===== src/rtl/alu_pkg.sv =====
// alu_pkg: shared definitions for the ALU issue controller slice.
// Holds opcode encodings, FSM state encodings and instruction field positions.
package alu_pkg;

  // ALU opcodes carried in instr[15:13]
  localparam logic [2:0] OP_ADD  = 3'b000;
  localparam logic [2:0] OP_MUL  = 3'b001;
  localparam logic [2:0] OP_AND  = 3'b010;
  localparam logic [2:0] OP_OR   = 3'b011;
  localparam logic [2:0] OP_DIV2 = 3'b100;
  localparam logic [2:0] OP_GT   = 3'b101;
  localparam logic [2:0] OP_LT   = 3'b110;
  localparam logic [2:0] OP_SHL  = 3'b111;

  // Issue FSM states; ST_WB_HI is only reachable when the high-half writeback is built in
  typedef enum logic [1:0] {
    ST_IDLE  = 2'b00,
    ST_EXEC  = 2'b01,
    ST_WB    = 2'b10,
    ST_WB_HI = 2'b11
  } state_t;

  // Instruction field bit positions
  localparam int OP_MSB  = 15;
  localparam int OP_LSB  = 13;
  localparam int RD_LSB  = 10;
  localparam int RS1_LSB = 7;
  localparam int RS2_LSB = 4;

endpackage


===== src/rtl/alu_regfile.sv =====
// alu_regfile: NREG x DW register file with two combinational read ports,
// one synchronous write port and asynchronous clear on rst_n.
module alu_regfile #(
  parameter int DW   = 16,
  parameter int NREG = 8,
  parameter int AW   = $clog2(NREG)
) (
  input  logic          clk,
  input  logic          rst_n,
  input  logic          we,
  input  logic [AW-1:0] waddr,
  input  logic [DW-1:0] wdata,
  input  logic [AW-1:0] raddr_a,
  input  logic [AW-1:0] raddr_b,
  output logic [DW-1:0] rdata_a,
  output logic [DW-1:0] rdata_b
);

  logic [DW-1:0] mem_r [NREG];

  // Storage: cleared asynchronously, written on the clock edge when we is set
  always_ff @(posedge clk or negedge rst_n) begin
    if (!rst_n) begin
      for (int i = 0; i < NREG; i++) begin
        mem_r[i] <= {DW{1'b0}};
      end
    end else if (we) begin
      mem_r[waddr] <= wdata;
    end
  end

  assign rdata_a = mem_r[raddr_a];
  assign rdata_b = mem_r[raddr_b];

endmodule


===== src/rtl/alu_issue_ctrl.sv =====
// alu_issue_ctrl: accepts 16-bit instructions, reads operands from the local
// register file, drives the external combinational ALU, captures its result
// and flags, and writes the low half of the result back to rd.
// Build option: define MUL_HI_WB_EN to also write the high half of a multiply
// result to rd+1 (mod NREG) through an extra WB_HI cycle.
module alu_issue_ctrl
  import alu_pkg::*;
#(
  parameter int DW   = 16,
  parameter int NREG = 8
) (
  input  logic          clk,
  input  logic          rst_n,
  input  logic          instr_valid,
  input  logic [15:0]   instr,
  output logic          instr_ready,
  output logic [DW-1:0] alu_a,
  output logic [DW-1:0] alu_b,
  output logic [2:0]    alu_op,
  input  logic [31:0]   alu_d_out,
  input  logic          alu_z,
  input  logic          alu_agb,
  input  logic          alu_bga,
  output logic          res_valid,
  output logic [31:0]   res_data,
  output logic [2:0]    flags
);

  localparam int AW = $clog2(NREG);

  state_t        state_r;
  logic [AW-1:0] rd_r;
  logic [DW-1:0] alu_a_r;
  logic [DW-1:0] alu_b_r;
  logic [2:0]    alu_op_r;
  logic [31:0]   res_data_r;
  logic          res_valid_r;
  logic [2:0]    flags_r;

  logic [2:0]    op_s;
  logic [AW-1:0] rd_s;
  logic [AW-1:0] rs1_s;
  logic [AW-1:0] rs2_s;
  logic [3:0]    unused_instr_s;

  logic [DW-1:0] rdata_a_s;
  logic [DW-1:0] rdata_b_s;
  logic          we_s;
  logic [AW-1:0] waddr_s;
  logic [DW-1:0] wdata_s;

  // Instruction field decode; operands are read straight from the offered instruction
  assign op_s           = instr[OP_MSB:OP_LSB];
  assign rd_s           = instr[RD_LSB +: AW];
  assign rs1_s          = instr[RS1_LSB +: AW];
  assign rs2_s          = instr[RS2_LSB +: AW];
  assign unused_instr_s = instr[RS2_LSB-1:0];

  alu_regfile #(
    .DW   (DW),
    .NREG (NREG),
    .AW   (AW)
  ) u_regfile (
    .clk     (clk),
    .rst_n   (rst_n),
    .we      (we_s),
    .waddr   (waddr_s),
    .wdata   (wdata_s),
    .raddr_a (rs1_s),
    .raddr_b (rs2_s),
    .rdata_a (rdata_a_s),
    .rdata_b (rdata_b_s)
  );

  // Writeback port: low half of the result in WB, high half (optional) in WB_HI
  always_comb begin
    we_s    = 1'b0;
    waddr_s = rd_r;
    wdata_s = res_data_r[DW-1:0];
    case (state_r)
      ST_WB: begin
        we_s = 1'b1;
      end
`ifdef MUL_HI_WB_EN
      ST_WB_HI: begin
        we_s    = 1'b1;
        waddr_s = rd_r + AW'(1'b1);
        wdata_s = res_data_r[2*DW-1:DW];
      end
`endif
      default: begin
        we_s = 1'b0;
      end
    endcase
  end

  // Issue FSM with registered ALU drive, result, flags and completion pulse
  always_ff @(posedge clk or negedge rst_n) begin
    if (!rst_n) begin
      state_r     <= ST_IDLE;
      rd_r        <= {AW{1'b0}};
      alu_a_r     <= {DW{1'b0}};
      alu_b_r     <= {DW{1'b0}};
      alu_op_r    <= 3'b000;
      res_data_r  <= 32'h0000_0000;
      res_valid_r <= 1'b0;
      flags_r     <= 3'b000;
    end else begin
      case (state_r)
        ST_IDLE: begin
          res_valid_r <= 1'b0;
          if (instr_valid) begin
            rd_r     <= rd_s;
            alu_a_r  <= rdata_a_s;
            alu_b_r  <= rdata_b_s;
            alu_op_r <= op_s;
            state_r  <= ST_EXEC;
          end
        end
        ST_EXEC: begin
          res_data_r  <= alu_d_out;
          flags_r     <= {alu_z, alu_agb, alu_bga};
          res_valid_r <= 1'b1;
          state_r     <= ST_WB;
        end
        ST_WB: begin
          res_valid_r <= 1'b0;
`ifdef MUL_HI_WB_EN
          if (alu_op_r == OP_MUL) begin
            state_r <= ST_WB_HI;
          end else begin
            state_r <= ST_IDLE;
          end
`else
          state_r <= ST_IDLE;
`endif
        end
`ifdef MUL_HI_WB_EN
        ST_WB_HI: begin
          res_valid_r <= 1'b0;
          state_r     <= ST_IDLE;
        end
`endif
        default: begin
          res_valid_r <= 1'b0;
          state_r     <= ST_IDLE;
        end
      endcase
    end
  end

  // Ready is held low while reset is asserted so every output reads 0 in reset
  assign instr_ready = rst_n & (state_r == ST_IDLE);
  assign alu_a       = alu_a_r;
  assign alu_b       = alu_b_r;
  assign alu_op      = alu_op_r;
  assign res_valid   = res_valid_r;
  assign res_data    = res_data_r;
  assign flags       = flags_r;

endmodule

===== config.mk =====
export PLATFORM = sky130hd
export DESIGN_NAME = alu_issue_ctrl
export DESIGN_NICKNAME = d
export VERILOG_FILES = /design/src/rtl/alu_pkg.sv /design/src/rtl/alu_regfile.sv /design/src/rtl/alu_issue_ctrl.sv
export SDC_FILE = /design/constraint.sdc
export NUM_CORES = 1
export LEC_CHECK = 0
export ABC_AREA = 1
export CORE_MARGIN = 1
export CORE_UTILIZATION = 50
export DETAILED_ROUTE_END_ITERATION = 16
export PLACE_DENSITY_LB_ADDON = 0.08
export SLEW_MARGIN = 40
export SYNTH_ARGS = -nofsm -noshare
export SYNTH_HDL_FRONTEND = slang
export SYNTH_HIERARCHICAL = 1
export SYNTH_SLANG_ARGS = --single-unit

===== constraint.sdc =====
create_clock -name clk -period 1.3 [get_ports clk]
set_input_delay 0.13 -clock clk [delete_from_list [all_inputs] [get_ports clk]]
set_output_delay 0.13 -clock clk [all_outputs]
set_load 0.02 [all_outputs]

Word level (Yosys, flattened, before mapping)
Index checks and enable logic that the tools add are counted.
{"block": "totals", "register_bits": 204, "inputBits": 54, "output_inout_bits": 72, "elab_cells": 43}
{"block": "classes", "order_cmp": 4, "n_eq_ne": 3, "mux": 13, "bitwise_logic": 4, "reduce_logical": 3}
{"cell": "$bwmux 128", "count": 1}
{"cell": "$bmux 16 s3", "count": 2}
{"cell": "$mux 16", "count": 5}
{"cell": "$demux 16 s3", "count": 1}
{"cell": "$ge 4x4->1 const B", "count": 3}
{"cell": "$not 3->4", "count": 3}
{"cell": "$lt 4x1->1 const B", "count": 1}
{"cell": "$pmux 2 s2", "count": 1}
{"cell": "$eq 2x1->1 const B", "count": 1}
{"cell": "$eq 2x2->1 const B", "count": 1}
{"cell": "$logic_not 2->1", "count": 1}
{"cell": "$mux 1", "count": 2}
{"cell": "$mux 2", "count": 1}
{"cell": "$ne 2x2->1 const B", "count": 1}
{"cell": "$reduce_and 2->1", "count": 1}
{"cell": "$and 1x1->1", "count": 1}
{"cell": "$logic_and 1x1->1", "count": 1}

Logic depth before layout (Yosys ltp)
Gate-level depths: netlist (run 1).
{"block": "depth", "ltp_word": 6, "depth_mapped": 9, "depth_no_buf": 8}

Modules after synthesis
The synthesis (run 1) kept the hierarchy.
{"module": "alu_regfile", "instances": 1, "cells_per_inst": 1165, "area_per_inst_um2": 7490.9}
{"module": "alu_issue_ctrl", "instances": 1, "cells_per_inst": 324, "area_per_inst_um2": 2917.8}

Worst setup path before layout (run 1)
OpenSTA, ideal clock, no wires.
{"block": "synth_timing", "path_kind": "reg2reg", "from": "reg state_r[0]", "to": "reg u_regfile/mem_r[21] in the netlist's numbering", "t_arrival_ps": 1129, "t_required_ps": 1170, "slack_ps": 41, "path_stages_with_launch": 8, "period_less_slack_ps": 1259, "path_cell_list": "dfrtp_1 > nor2_1 > inv_1 > nor2_2 > nand3_1 > buf_2 > nand2_1 > o21ai_0"}
{"block": "synth_via", "elab_chain_len": 2}
{"element": "from (decl)", "line": "alu_issue_ctrl.sv:31", "rtl": "state_t state_r;"}
{"element": "from (signal assigned)", "line": "alu_issue_ctrl.sv:100", "rtl": "state_r <= ST_IDLE;"}
{"element": "from (signal assigned)", "line": "alu_issue_ctrl.sv:117", "rtl": "state_r <= ST_EXEC;"}
{"element": "from (signal assigned)", "line": "alu_issue_ctrl.sv:124", "rtl": "state_r <= ST_WB;"}
{"element": "$eq 2x2->1", "line": "alu_issue_ctrl.sv:80", "rtl": "case (state_r)"}
{"element": "$mux 1", "line": "alu_issue_ctrl.sv:80"}
{"element": "net we_s", "line": "alu_issue_ctrl.sv:48", "rtl": "logic we_s;"}
{"element": "to (signal, indexed assignment)", "line": "alu_regfile.sv:25", "rtl": "mem_r[i] <= {DW{1'b0}};"}
{"element": "to (signal, indexed assignment)", "line": "alu_regfile.sv:28", "rtl": "mem_r[waddr] <= wdata;"}
{"element": "to (decl)", "line": "alu_regfile.sv:19", "rtl": "logic [DW-1:0] mem_r [NREG];"}
The timed path passes the listed nets, and every way through them passes these cells.
A chain may end at the register's enable or synchronous reset.

Worst setup path after layout (run 1)
{"block": "layout_timing", "from": "reg state_r[1]", "to": "reg u_regfile/mem_r[113] in the netlist's numbering"}
The elaborated chain is that of the path after synthesis.

==> results of run 1 <==
[kinds of logic (layout without fill, tap and decap cells)]
group	count (synthesis)	count (layout)	share of synthesized area [%]
flip-flops	204	204	49.0
AO/OA/AOI/OAI	128	128	6.15
AND/OR/NAND/NOR	909	909	35.0
buffers and inverters	248	423	9.82
[layout make-up]
class / instances / share of cell area, %
Inverter: 160 / 4.52
Sequential cell: 204 / 37.4
Tap cell: 270 / 2.47
Clock inverter: 12 / 0.714
Multi-Input combinational cell: 1037 / 32.8
Clock buffer: 32 / 5.13
Timing Repair Buffer: 219 / 17.0
[flip-flops by register name (all words and copies together), names as in the netlist]
name,flops
state_r,2
alu_a,16
res_valid,1
alu_op,3
res_data,32
u_regfile/mem_r,128
flags,3
rd_r,3
alu_b,16
[worst max-delay path: cells and delay by family, from the launching register on]
kind / cells / cell delay [ps]
flops: 1 / 370
simple gates: 4 / 390
compound gates: 1 / 80
buf+inv: 5 / 560
[metal layers]
| metal | up-vias | GRT usage [%] |
|---|---|---|
| met5 | - | 0 |
| met4 | 0 | 17.1 |
| met3 | 125 | 5.03 |
| met2 | 517 | 49.6 |
| met1 | 4747 | 42.6 |
| li1 | 4897 | - |
[placed cells by master (no fill, tap or decap), types with 2 or more instances in the layout]
cell type / instances
buf_6: 7
buf_2: 63
inv_1: 152
clkdlybuf4s50_1: 46
clkinv_2: 7
clkinvlp_4: 2
nand3_1: 166
clkdlybuf4s15_2: 7
o21ai_2: 7
nor2_2: 2
nand2_8: 4
dfrtp_1: 198
inv_4: 2
nor2_1: 3
clkbuf_8: 6
clkinv_4: 2
nand2_2: 12
clkbuf_16: 35
buf_16: 4
o21ai_0: 100
o21ai_1: 21
clkbuf_1: 2
buf_12: 32
dfrtp_2: 6
buf_4: 46
nand2_1: 711
inv_2: 5
nand2_4: 7
nor2_4: 2
[report_power, final]
part | internal, mW | total, mW | leakage, nW | switching, mW
sequential | 8.55 | 9.94 | 2.64 | 1.38
combinational | 3.30 | 8.94 | 4.46 | 5.63
clock | 3.99 | 6.75 | 0.396 | 2.75
[what timing repair did]
item | 4_1_cts | 5_1_grt
cloned | 5 | 12
hold endpoints to repair | 204 | 0
hold buffers | 1 | 0
resized for setup | 298 | 95
endpoints found under the setup margin | 201 | 169
pin swaps | 1 | 3
setup buffers | 2 | 4
[how the worst max path moves through the flow]
stage	startpoint	end	slack, ps	cells after the start
floorplan	state_r[0]$_DFFE_PN0P_	u_regfile/mem_r[21]$_DFFE_PN0P_	40	7
global placement	instr[8]	alu_a[9]$_DFFE_PN0P_	-240	9
detailed placement	instr[5]	alu_b[1]$_DFFE_PN0P_	-290	9
CTS	state_r[0]$_DFFE_PN0P_	instr_ready	-200	4
global route	state_r[1]$_DFFE_PN0P_	u_regfile/mem_r[86]$_DFFE_PN0P_	-330	10
finish	state_r[1]$_DFFE_PN0P_	u_regfile/mem_r[113]$_DFFE_PN0P_	-250	10
==> impl_metrics.json, run 1 <==
{
  "status": "finished, violations left",
  "violations": "negative setup slack",
  "wl_met2_um": 16100,
  "place_area_um2": 12500,
  "ff2ff_setup_slack_ps": -250,
  "grt_pass1_vias": 9630,
  "avgSynthCellArea_um2": 6.99,
  "vias": 10300,
  "clock-root-buffer": "clkbuf_16",
  "report.final.slew_viol_count": 0,
  "wl_met1_um": 14300,
  "hp-class": "input pin to flop",
  "synth_most_common_cell": "nand2_1",
  "setup_tns_ps": -20520,
  "rsz0062_at_grt": "yes",
  "fin_ws_ps": -252,
  "cp_slowest_stage_delay_ps": 370,
  "total_power_mw": 25.6,
  "seqCellArea_um2": 5110,
  "holdPathStages": 3,
  "clk_pin_slew_ps": 60,
  "instances_no_fill": 1934,
  "grt-ovfl-total": 0,
  "grt_pass1_wl_um": 53100,
  "place_ws_ps": -295,
  "die_x_um": 146,
  "dp_cells": 1868,
  "synth_cells": 1489,
  "seq_area_frac_synth_pct": 49.0,
  "synth_nets": 1543,
  "holdCritStartpoint": "alu_d_out[23]",
  "rr_endpoint": "u_regfile/mem_r[113]$_DFFE_PN0P_",
  "synth_flop_cell": "dfrtp_1",
  "clock_skew_ps": 10.1,
  "path_cells": "buf_6 > inv_4 > nor2_4 > inv_2 > nor2_4 > buf_4 > nand2_8 > clkbuf_16 > nand2_1 > o21ai_0",
  "yosys.area.top_type_share_pct": 49.0,
  "clk_latency_ps": 520,
  "port_buffers": 121,
  "max_freq_ghz": 0.645,
  "p_per_area_nw_per_um2": 1870,
  "syn_to_final_growth_pct": 31.4,
  "gp_congestion": 0.911,
  "dieHeight_um": 146,
  "synth_area_leaders": "dfrtp_1, nand2_1, nand3_1, o21ai_0, inv_1",
  "cp.arrival_ps": 1940,
  "tightest_slew_ps": 651,
  "r2r-start": "state_r[1]$_DFFE_PN0P_",
  "ant_nets": 0,
  "antenna_found_initial": 0,
  "route.met3.wl_um": 3050,
  "synth.distinct_cells": 16,
  "dieArea_um2": 21400,
  "firstDrtPassIters": 6,
  "hold_viol_final": 0,
  "endpoint_kind": "flop",
  "numCtsBuffers": 24,
  "min_to": "res_data[23]$_DFFE_PN0N_",
  "multiInputGateArea_um2": 4480,
  "drc_errors": 0,
  "r2r_cells": 10,
  "nets": 1700,
  "grt_max_degree": 114,
  "max-clock-path-buffers": 3,
  "synth-edff-count": 0,
  "cpMostUsedCell": "nor2_4",
  "rows": 52,
  "p_leak_nw": 7.49,
  "hpwlAfterDp_um": 20900,
  "async_flop_share_pct": 100,
  "vdd_ir_drop_max_mv": 1.42,
  "wirelength_um": 35400,
  "start_kind": "flop",
  "grtUsageTotal_pct": 31.7,
  "syn_area_um2": 10400,
  "setup_viol": 129,
  "crit_slowest_cell": "dfrtp_1",
  "fin_crit_ps": 1550,
  "coreArea_um2": 20300,
  "yosysWarnings": 6,
  "synth_seq_cells": 204,
  "maxUsedRoutingLayer": "met4",
  "crit_type": "flop to flop",
  "crit_fanout": 8,
  "drive_gt1_share_pct": 15.9,
  "min_period_over_period_pct": 119,
  "hold_slack_ps": 136,
  "cts_tree": "yes",
  "start_util_pct": 51.3,
  "numClockSinks": 204,
  "crit_required_ps": 1690,
  "fillers": 1794,
  "avgRoutedWirePerCell_um": 18.3,
  "drt_iter0_markers": 1136,
  "yosysTopAreaCell": "dfrtp_1",
  "via_per_inst": 5.32,
  "stdcell_area_um2": 13700,
  "io_pins": 126,
  "slew_headroom_pct": 56.6,
  "final_core_util_pct": 67.4,
  "htreeDepth": 1,
  "cap_viol_max_count": 0,
  "synthTopCellsByCount": "nand2_1, dfrtp_1, nand3_1",
  "antenna_cells": 0
}
(Power assumes the default switching activity.)
==> run 2: changes to the inputs <==
Settings changed: GPL_ROUTABILITY_DRIVEN set to 0.
==> run 2 against run 1 <==
Against the previous run: the flow still finishes with violations (negative setup slack); hold slack worse by 11 ps; clock power is 0.7% higher; clock skew is 7.5 ps higher; final area is 4.2% higher; register-to-register slack worse by 80 ps; non-clock buffer count is 3 higher; routed wire length is 8.2% higher; sequential power hardly changed; global-route usage is 1.5 points higher; sequential share of layout area is 1.5 points lower.
==> impl_metrics.json, run 2 (synthesis gave the netlist of run 1 again) <==
{
  "wirelength_um": 38300,
  "dieHeight_um": 146,
  "dp_cells": 1862,
  "fillers": 1690,
  "use_met2_pct": 54.2,
  "tightest_slew_ps": 533,
  "p_leak_nw": 7.70,
  "grt_pass1_wl_um": 54700,
  "slew_headroom_pct": 64.4,
  "seqPwrFrac_pct": 38.1,
  "hpwlAfterDp_um": 20600,
  "vdd_ir_drop_max_mv": 1.26,
  "clk_pin_slew_ps": 60,
  "hold_viol_final": 0,
  "cap_viol_max_count": 0,
  "syn_to_final_growth_pct": 36.9,
  "grt_use_met3_pct": 4.50,
  "grtUsageTotal_pct": 33.2,
  "cts_tree": "yes",
  "setup_viol": 168,
  "place_area_um2": 12400,
  "final_common_cell": "nand2_1",
  "antenna_cells": 0,
  "p_int_mw": 16.4,
  "multiInputGateArea_um2": 4930,
  "clock_skew_ps": 17.6,
  "status": "finished, violations left",
  "endpoint_kind": "flop",
  "avgRoutedWirePerCell_um": 19.8,
  "grt_pass1_vias": 9838,
  "instances_no_fill": 1935,
  "power.share.clock_pct": 25.5,
  "drc_errors": 0,
  "hp-class": "input pin to flop",
  "antenna_found_initial": 0,
  "grt-ovfl-total": 0,
  "dieArea_um2": 21400,
  "ff2ff_setup_slack_ps": -340,
  "switching_share_pct": 38.6,
  "nets": 1702,
  "seqCellArea_um2": 5120,
  "fin_ws_ps": -336,
  "crit_type": "flop to flop",
  "cp.arrival_ps": 2070,
  "ant_nets": 0,
  "grt_max_degree": 83,
  "coreArea_um2": 20300,
  "start_kind": "flop",
  "layout_common_cells": "nand2_1, dfrtp_1, nand3_1",
  "top_register": "u_regfile/mem_r",
  "fin_crit_ps": 1640,
  "min_period_over_period_pct": 126,
  "die_x_um": 146,
  "crit_fanout": 8,
  "p_per_area_nw_per_um2": 1870,
  "final_core_util_pct": 70.2,
  "rsz0062_at_grt": "yes",
  "start_util_pct": 51.3,
  "firstDrtPassIters": 6,
  "busiest_layer": "met2",
  "place_ws_ps": -253,
  "via_per_inst": 5.55,
  "io_pins": 126,
  "report.final.slew_viol_count": 0,
  "port_buffers": 121,
  "drt_iter0_markers": 1463,
  "clk_latency_ps": 530,
  "largest_reg_flops": 128,
  "met1_usage_pct": 43.4,
  "clock-root-buffer": "clkbuf_16",
  "stdcell_area_um2": 14200,
  "p_sw_mw": 10.3,
  "drive_gt1_share_pct": 22.0,
  "hold_slack_ps": 125,
  "max_freq_ghz": 0.611,
  "numClockSinks": 204,
  "numCtsBuffers": 23,
  "vias": 10700,
  "violations": "negative setup slack",
  "rows": 52,
  "comb_power_share_pct": 36.4,
  "crit_required_ps": 1730,
  "max-clock-path-buffers": 3,
  "htreeDepth": 1
}
==> run 2: changes by cell type in the layout (fill, tap and decap cells not counted), sizes merged, moves of 2 or more <==
cell	change
buf	+5
clkbuf	+6
clkdlybuf4s15	-3
clkinv	-8
clkinvlp	-2
inv	+2
==> run 2: final timing paths <==
check	startpoint	to	cells past startpoint
setup / recovery	state_r[0]$_DFFE_PN0P_	u_regfile/mem_r[13]$_DFFE_PN0P_	9
hold / removal	alu_d_out[16]	res_data[16]$_DFFE_PN0N_	3
setup reg to reg	state_r[0]$_DFFE_PN0P_	u_regfile/mem_r[13]$_DFFE_PN0P_	9
hold reg to reg	res_data[26]$_DFFE_PN0N_	res_data[26]$_DFFE_PN0N_	2
max in group asynchronous	rst_n	alu_a[7]$_DFFE_PN0P_	4
min in group asynchronous	rst_n	alu_a[11]$_DFFE_PN0P_	3
==> run 2: power groups by stage <==
stage	clock network, mW	logic (mW)	registers, mW
global route	7.13	10.7	10.4
finish	6.80	9.71	10.2
detailed placement	0	8.79	9.91
floorplan	0	4.40	10.5
CTS	6.87	8.54	9.85
global placement	0	8.63	9.87
==> run 2: per-stage QoR <==
step                TNS (ps)  power [mW]
detailed placement    -21700        18.7
global placement      -17690        18.5
CTS                   -17590        25.3
finish                -28840        26.7
floorplan                  0        14.9
global route          -38850        28.3
==> run 2: area by class of cell <==
type / count / area share (%)
inverters: 160 / 4.23
clock inverters: 5 / 0.632
well taps: 270 / 2.37
flip-flops and latches: 204 / 35.9
multi-input cells: 1037 / 34.6
clock buffers: 37 / 4.97
repair buffers: 222 / 17.3
==> run 2: metal layers <==
layer  vias to the layer above  part of all wire [%]
met5                         -                     0
met1                      4998                    38
met4                         0                   6.6
met2                       684                    45
met3                       160                    10
li1                       4906                     -
==> run 2: worst max-delay path, stage by stage, from the launching register on <==
cell       delay, ps
dfrtp_1          390
buf_6            130
nor2_4            90
nand2_2           90
buf_6            140
nor3_4           200
buf_12           160
clkbuf_16        170
nand2_2           50
o21ai_1          100
==> run 2: repair_timing <==
item | 4_1_cts | 5_1_grt
pin swaps | 0 | 5
setup buffers | 5 | 4
resized for setup | 317 | 264
gates cloned | 6 | 15
hold endpoints to repair | 57 | 57
endpoints found under the setup margin | 201 | 182
